--- src/rtl/mp3_ui_pkg.sv ---
// Shared types and constants for the mp3 front-panel controller.
// Latency: n/a (declarations only).
// Backpressure: n/a.
package mp3_ui_pkg;

  localparam logic [3:0] VOL_MAX   = 4'd8;
  localparam logic [3:0] VOL_RESET = 4'd4;
  localparam int         REVEAL_W  = 12;
  localparam int         TRACK_W   = 4;

  typedef enum logic [1:0] {
    STABLE_LO = 2'd0,
    CHK_HI    = 2'd1,
    STABLE_HI = 2'd2,
    CHK_LO    = 2'd3
  } db_state_e;

  // One track step forward or backward, wrapping inside 0..n_tracks-1.
  function automatic logic [TRACK_W-1:0] track_step(
    input logic [TRACK_W-1:0] trk,
    input logic               fwd,
    input int                 n_tracks
  );
    logic [TRACK_W-1:0] last;
    last = TRACK_W'(n_tracks - 1);
    if (fwd) begin
      track_step = (trk == last) ? '0 : trk + 1'b1;
    end else begin
      track_step = (trk == '0) ? last : trk - 1'b1;
    end
  endfunction

endpackage

--- src/rtl/mp3_btn_debounce.sv ---
// Button synchronizer + debouncer; emits a one-cycle event on an accepted press.
// Latency: event registered 2 + DB_CYCLES cycles after a stable rising input.
// Backpressure: none, the event is a fire-and-forget pulse.
module mp3_btn_debounce
  import mp3_ui_pkg::*;
#(
  parameter int DB_CYCLES = 1_000_000
) (
  input  logic clk,
  input  logic rst_n,
  input  logic i_btn,
  output logic o_event
);

  // The counter only needs to reach DB_CYCLES-1; the transition fires when it
  // is about to get there, so the compare value is DB_CYCLES-2.
  localparam int CNT_W = (DB_CYCLES > 2) ? $clog2(DB_CYCLES) : 1;
  localparam logic [CNT_W-1:0] CNT_PRE_LAST = CNT_W'(DB_CYCLES - 2);

  logic             sync1_q, sync2_q;
  db_state_e        state_q, state_d;
  logic [CNT_W-1:0] cnt_q, cnt_d;
  logic             event_q, event_d;

  // Debounce FSM next-state: a level change must survive DB_CYCLES samples.
  always_comb begin
    state_d = state_q;
    cnt_d   = cnt_q;
    event_d = 1'b0;
    case (state_q)
      STABLE_LO: begin
        if (sync2_q) begin
          state_d = CHK_HI;
          cnt_d   = '0;
        end
      end
      CHK_HI: begin
        if (!sync2_q) begin
          state_d = STABLE_LO;
          cnt_d   = '0;
        end else if (cnt_q == CNT_PRE_LAST) begin
          state_d = STABLE_HI;
          cnt_d   = cnt_q + 1'b1;
          event_d = 1'b1;
        end else begin
          cnt_d = cnt_q + 1'b1;
        end
      end
      STABLE_HI: begin
        if (!sync2_q) begin
          state_d = CHK_LO;
          cnt_d   = '0;
        end
      end
      CHK_LO: begin
        if (sync2_q) begin
          state_d = STABLE_HI;
          cnt_d   = '0;
        end else if (cnt_q == CNT_PRE_LAST) begin
          state_d = STABLE_LO;
          cnt_d   = cnt_q + 1'b1;
        end else begin
          cnt_d = cnt_q + 1'b1;
        end
      end
      default: begin
        state_d = STABLE_LO;
        cnt_d   = '0;
      end
    endcase
  end

  // Synchronizer, FSM state and registered event pulse.
  always_ff @(posedge clk or negedge rst_n) begin
    if (!rst_n) begin
      sync1_q <= 1'b0;
      sync2_q <= 1'b0;
      state_q <= STABLE_LO;
      cnt_q   <= '0;
      event_q <= 1'b0;
    end else begin
      sync1_q <= i_btn;
      sync2_q <= sync1_q;
      state_q <= state_d;
      cnt_q   <= cnt_d;
      event_q <= event_d;
    end
  end

  assign o_event = event_q;

endmodule

--- src/rtl/mp3_ui_ctrl.sv ---
// Front-panel controller: debounced buttons -> track/volume/highlight/reveal state.
// Latency: command pulses and state updates 1 cycle after the debounced event.
// Backpressure: none, all outputs are levels or one-cycle pulses.
module mp3_ui_ctrl
  import mp3_ui_pkg::*;
#(
  parameter int DB_CYCLES   = 1_000_000,
  parameter int HOLD_CYCLES = 50,
  parameter int REVEAL_DIV  = 3_000_000,
  parameter int REVEAL_MAX  = 2500,
  parameter int N_TRACKS    = 4
) (
  input  logic                clk,
  input  logic                rst_n,
  input  logic                i_btn_next,
  input  logic                i_btn_pre,
  input  logic                i_btn_vup,
  input  logic                i_btn_vdn,
  input  logic                i_finish_song,
  output logic                o_next,
  output logic                o_pre,
  output logic                o_next_hl,
  output logic                o_pre_hl,
  output logic                o_vup_hl,
  output logic                o_vdn_hl,
  output logic [3:0]          o_vol_level,
  output logic [TRACK_W-1:0]  o_track,
  output logic [REVEAL_W-1:0] o_reveal_cnt,
  output logic                o_reveal_done
);

  localparam int HOLD_W = $clog2(HOLD_CYCLES + 1);
  localparam int PRE_W  = (REVEAL_DIV > 1) ? $clog2(REVEAL_DIV) : 1;
  localparam logic [HOLD_W-1:0]   HOLD_LOAD = HOLD_W'(HOLD_CYCLES);
  localparam logic [PRE_W-1:0]    PRE_LAST  = PRE_W'(REVEAL_DIV - 1);
  localparam logic [REVEAL_W-1:0] RVL_MAX   = REVEAL_W'(REVEAL_MAX);

  logic ev_next, ev_pre, ev_vup, ev_vdn;
  logic step_fwd, step_back, vol_up, vol_dn;

  logic                next_q, next_d, pre_q, pre_d;
  logic [HOLD_W-1:0]   nhold_q, nhold_d, phold_q, phold_d;
  logic [HOLD_W-1:0]   uhold_q, uhold_d, dhold_q, dhold_d;
  logic [3:0]          vol_q, vol_d;
  logic [TRACK_W-1:0]  track_q, track_d;
  logic [PRE_W-1:0]    presc_q, presc_d;
  logic [REVEAL_W-1:0] rvl_q, rvl_d;
  logic                done_q, done_d;

  mp3_btn_debounce #(.DB_CYCLES(DB_CYCLES)) u_db_next (
    .clk(clk), .rst_n(rst_n), .i_btn(i_btn_next), .o_event(ev_next));
  mp3_btn_debounce #(.DB_CYCLES(DB_CYCLES)) u_db_pre (
    .clk(clk), .rst_n(rst_n), .i_btn(i_btn_pre), .o_event(ev_pre));
  mp3_btn_debounce #(.DB_CYCLES(DB_CYCLES)) u_db_vup (
    .clk(clk), .rst_n(rst_n), .i_btn(i_btn_vup), .o_event(ev_vup));
  mp3_btn_debounce #(.DB_CYCLES(DB_CYCLES)) u_db_vdn (
    .clk(clk), .rst_n(rst_n), .i_btn(i_btn_vdn), .o_event(ev_vdn));

  // Arbitrate coincident events: next beats pre, a user command absorbs a
  // concurrent end-of-song, opposing volume presses cancel each other.
  always_comb begin
    step_fwd  = ev_next | (i_finish_song & ~ev_pre);
    step_back = ev_pre & ~ev_next;
    vol_up    = ev_vup & ~ev_vdn;
    vol_dn    = ev_vdn & ~ev_vup;
  end

  // Track index, command pulses and volume level.
  always_comb begin
    next_d  = step_fwd;
    pre_d   = step_back;
    track_d = track_q;
    if (step_fwd) begin
      track_d = track_step(track_q, 1'b1, N_TRACKS);
    end else if (step_back) begin
      track_d = track_step(track_q, 1'b0, N_TRACKS);
    end
    vol_d = vol_q;
    if (vol_up && vol_q != 4'd0) begin
      vol_d = vol_q - 1'b1;
    end else if (vol_dn && vol_q != VOL_MAX) begin
      vol_d = vol_q + 1'b1;
    end
  end

  // Highlight hold timers; next and pre highlights are mutually exclusive.
  // End-of-song steps the track but is not a button, so it leaves them alone.
  always_comb begin
    nhold_d = (nhold_q != '0) ? nhold_q - 1'b1 : nhold_q;
    phold_d = (phold_q != '0) ? phold_q - 1'b1 : phold_q;
    uhold_d = (uhold_q != '0) ? uhold_q - 1'b1 : uhold_q;
    dhold_d = (dhold_q != '0) ? dhold_q - 1'b1 : dhold_q;
    if (ev_next) begin
      nhold_d = HOLD_LOAD;
      phold_d = '0;
    end else if (step_back) begin
      phold_d = HOLD_LOAD;
      nhold_d = '0;
    end
    if (vol_up) uhold_d = HOLD_LOAD;
    if (vol_dn) dhold_d = HOLD_LOAD;
  end

  // Cover-art reveal: prescaled saturating counter, restarted on track change.
  always_comb begin
    presc_d = presc_q;
    rvl_d   = rvl_q;
    if (step_fwd || step_back) begin
      presc_d = '0;
      rvl_d   = '0;
    end else if (presc_q == PRE_LAST) begin
      presc_d = '0;
      if (rvl_q != RVL_MAX) rvl_d = rvl_q + 1'b1;
    end else begin
      presc_d = presc_q + 1'b1;
    end
    done_d = (rvl_d == RVL_MAX);
  end

  // All controller state.
  always_ff @(posedge clk or negedge rst_n) begin
    if (!rst_n) begin
      next_q  <= 1'b0;
      pre_q   <= 1'b0;
      nhold_q <= '0;
      phold_q <= '0;
      uhold_q <= '0;
      dhold_q <= '0;
      vol_q   <= VOL_RESET;
      track_q <= '0;
      presc_q <= '0;
      rvl_q   <= '0;
      done_q  <= 1'b0;
    end else begin
      next_q  <= next_d;
      pre_q   <= pre_d;
      nhold_q <= nhold_d;
      phold_q <= phold_d;
      uhold_q <= uhold_d;
      dhold_q <= dhold_d;
      vol_q   <= vol_d;
      track_q <= track_d;
      presc_q <= presc_d;
      rvl_q   <= rvl_d;
      done_q  <= done_d;
    end
  end

  assign o_next        = next_q;
  assign o_pre         = pre_q;
  assign o_next_hl     = (nhold_q != '0);
  assign o_pre_hl      = (phold_q != '0);
  assign o_vup_hl      = (uhold_q != '0);
  assign o_vdn_hl      = (dhold_q != '0);
  assign o_vol_level   = vol_q;
  assign o_track       = track_q;
  assign o_reveal_cnt  = rvl_q;
  assign o_reveal_done = done_q;

endmodule
--- config.mk ---
export PLATFORM = sky130hd
export DESIGN_NAME = mp3_ui_ctrl
export DESIGN_NICKNAME = d
export VERILOG_FILES = /design/src/rtl/mp3_ui_pkg.sv /design/src/rtl/mp3_btn_debounce.sv /design/src/rtl/mp3_ui_ctrl.sv
export SDC_FILE = /design/constraint.sdc
export NUM_CORES = 1
export LEC_CHECK = 0
export ABC_CLOCK_PERIOD_IN_PS = 2900
export CAP_MARGIN = 20
export CORE_MARGIN = 2
export CORE_UTILIZATION = 40
export CTS_BUF_LIST = sky130_fd_sc_hd__clkbuf_8 sky130_fd_sc_hd__clkbuf_16
export DETAILED_ROUTE_END_ITERATION = 10
export GPL_ROUTABILITY_DRIVEN = 0
export PLACE_DENSITY = 0.56
export SLEW_MARGIN = 20
export SYNTH_ARGS = -nofsm -noshare
export SYNTH_HDL_FRONTEND = slang
export SYNTH_HIERARCHICAL = 1
export SYNTH_SLANG_ARGS = --single-unit
--- constraint.sdc ---
create_clock -name clk -period 2.9 [get_ports clk]
set_input_delay 0.435 -clock clk [delete_from_list [all_inputs] [get_ports clk]]
set_output_delay 0.435 -clock clk [all_outputs]
set_load 0.01 [all_outputs]
==> flow_summary.ini <==
[detailed_routing]
vias_per_cell = 5.375
drcViolationCount = 0
wl_met1_mm = 9.250
wl_met2_mm = 8.355
vias = 6858
wl_met3_um = 494
ant_nets = 0
drtIter0Drc = 335
first_pass_iters = 5
routedWlPerCell_um = 14.36
wl_mm = 18.32
top_layer = met4

[global_routing]
grt_pass1_wl_mm = 32.26
grt_max_degree = 72
grt_pass1_vias = 6544
antenna_found_initial = 0
gr-total-overflow = 0
track_usage = 0.1641

[die]
die_area_mm2 = 0.02369
die_w_um = 153.9
core.rowCount = 54
initial_core_util = 0.4094
num_io_pins = 34
dieHeight_um = 153.9
core_area_mm2 = 0.02196

[synthesis]
synth_compound_area_frac = 0.1068
synth_top_family_by_area = simple AND/OR/NAND/NOR gates
synth_edf_count = 0
ys_ff_latch = 169
ys.flop_type = dfrtp_1
synth-simple-area-share = 0.2669
synth-async-reset-ratio = 1.000
synth.area.top_cells = dfrtp_1 47%, xor2_1 4.9%, nand2_1 4.5%
synth_area_mm2 = 0.008990
ys_seq_area_frac = 0.4706
synth_top_cell_by_area = dfrtp_1
post-synth-top-area-fraction = 0.4676
avgSynthCellArea_um2 = 9.564
syn_nets = 967
synthAdderAreaFrac = 0.02867
yosysWarnings = 6
yosys.area_share.xor_xnor = 0.08713
synth_cell_types = 59
muxShareOfSynthArea = 0.01294
syn_inst = 940
synth_most_common_cell = dfrtp_1
synth_common_cells = 168 x dfrtp_1, 107 x nand2_1, 77 x nor2_1, 50 x xor2_1

[clock_tree]
cts_tree = done
clock_path_buffers = 2
root_buffer = clkbuf_16
cts_max_level = 4
insertion_delay_ns = 0.43
cts_setup_buffers = 0
clkSlewWorstSetupHoldPaths_ns = 0.07
cts_inserted_buffers = 17
cts.sinks = 169

[power]
vdd_drop_max_uv = 319.0
power_w = 0.005091
p_per_area_mw_per_mm2 = 495.7
p_leak_nw = 4.372

[timing]
fmax_mhz = 388.8
min_period_ns = 2.572
max-slew-margin-rel = 0.4130
setup_viol = 0
tns_ns = 0
period_share = 0.8869
rsz0062_at_grt = no
worst_slew_pin_slew_ns = 0.8743
final_max_slew_viol_count = 0
finalHoldViolCount = 2
clock_skew_ns = 0.009986
hold_ws_ns = -0.002855

[critical_path]
crit-reg2reg-launch = o_vol_level[1]
endpoint_kind = output port
critPathKind = reg2out
cp-start-kind = register
cp.required_ns = 2.47
startpoint = phold_q[0]
arrival_ns = 2.14
worstPathMaxFanout = 6

[hold_path]
hold_class = in2async

[final_layout]
layout.nets = 1010
stdcell_area_mm2 = 0.01027
fillerInstances = 2088
drive_above_1_share = 0.07631
diodes = 0
area_growth_pct = 14.24

[placed_design]
post_dp_cell_area_mm2 = 0.009684
portBuffers = 33
dp_hpwl_mm = 12.39

[run]
cap_violations = 0

[status]
outcome = finished, violations left
failed_checks = hold timing
[final cells by class]
cell class | instances | area [µm²] | share of cell area
inverter | 30 | 112.6 | 0.01096
multi-input combinational | 715 | 4517 | 0.4398
sequential | 169 | 4230 | 0.4119
tap | 280 | 350.3 | 0.03411
clock buffer | 19 | 452.9 | 0.04410
clock inverter | 13 | 132.6 | 0.01291
timing repair buffer | 50 | 474.2 | 0.04617
[repair_timing]
item                                    CTS  global route
hold buffers                              0             0
gates resized for setup                   0             1
endpoints found under the setup margin    0             1
[critical path: stages (launching register included)]
cell	delay, ns
dfrtp_1	0.41
inv_1	0.06
ha_1	0.20
nand2_1	0.09
or3_1	0.42
clkdlybuf4s50_1	0.52
[cell usage in the layout, fill, tap and decap left out, drive strengths merged, types with 19 or more instances in the layout]
master / netlist / routed
nor2: 77 / 77
o22ai: 29 / 29
nand2: 107 / 107
nor3: 28 / 28
nand3: 40 / 40
inv: 30 / 36
or3: 30 / 30
dfrtp: 168 / 168
a21oi: 47 / 47
ha: 19 / 19
and3: 28 / 28
clkbuf: 20 / 20
xnor2: 32 / 32
clkdlybuf4s50: 0 / 32
nand4: 33 / 33
o21ai: 47 / 47
xor2: 54 / 54
[flip-flops by register name (all words and copies together) (netlist names), 4 cells and up, named ones only]
name and count:
uhold_q 6, presc_q 22, o_reveal_cnt 12, nhold_q 6, u_db_vdn/cnt_q 20, u_db_pre/cnt_q 20
u_db_next/cnt_q 20, phold_q 6, o_vol_level 4, o_track 4, dhold_q 6, u_db_vup/cnt_q 20
[kinds of logic after synthesis]
kind of cell    Yosys count
xor+xnor                 86
buf+inv                  56
compound gates          161
simple gates            437
mux                      11
flops                   169
fa+ha+maj                20
[worst paths after layout]
path	cells after the start	slack [ns]	endpoint
max	5	0.33	o_pre_hl
min	1	-0.003	u_db_vup/cnt_q[1]
max reg2reg	9	0.41	o_vol_level[3]
min reg2reg	0	0.35	u_db_pre/sync2_q
max in group asynchronous	2	2.15	o_vol_level[2]
min in group clk	0	0.35	u_db_pre/sync2_q
[layer usage]
layer,up-vias,global-route usage
met2,102,0.2531
met3,17,0.02875
met4,0,0.05429
met1,3265,0.2351
li1,3474,-
met5,-,0
[stage by stage]
stage               std cells  worst slack [ns]  utilization
floorplan                 940            0.5148            -
CTS                      1276            0.2813       0.4677
detailed placement       1244            0.3483       0.4410
global route             1276            0.1288       0.4677
finish                   1276            0.3279       0.4677
global placement         1244            0.4024       0.4410
[power breakdown]
group	internal [W]	switching (W)
clock	0.00125	0.00102
sequential	0.00240	0.0000808
combinational	0.000141	0.000195
(Power assumes the default switching activity.)
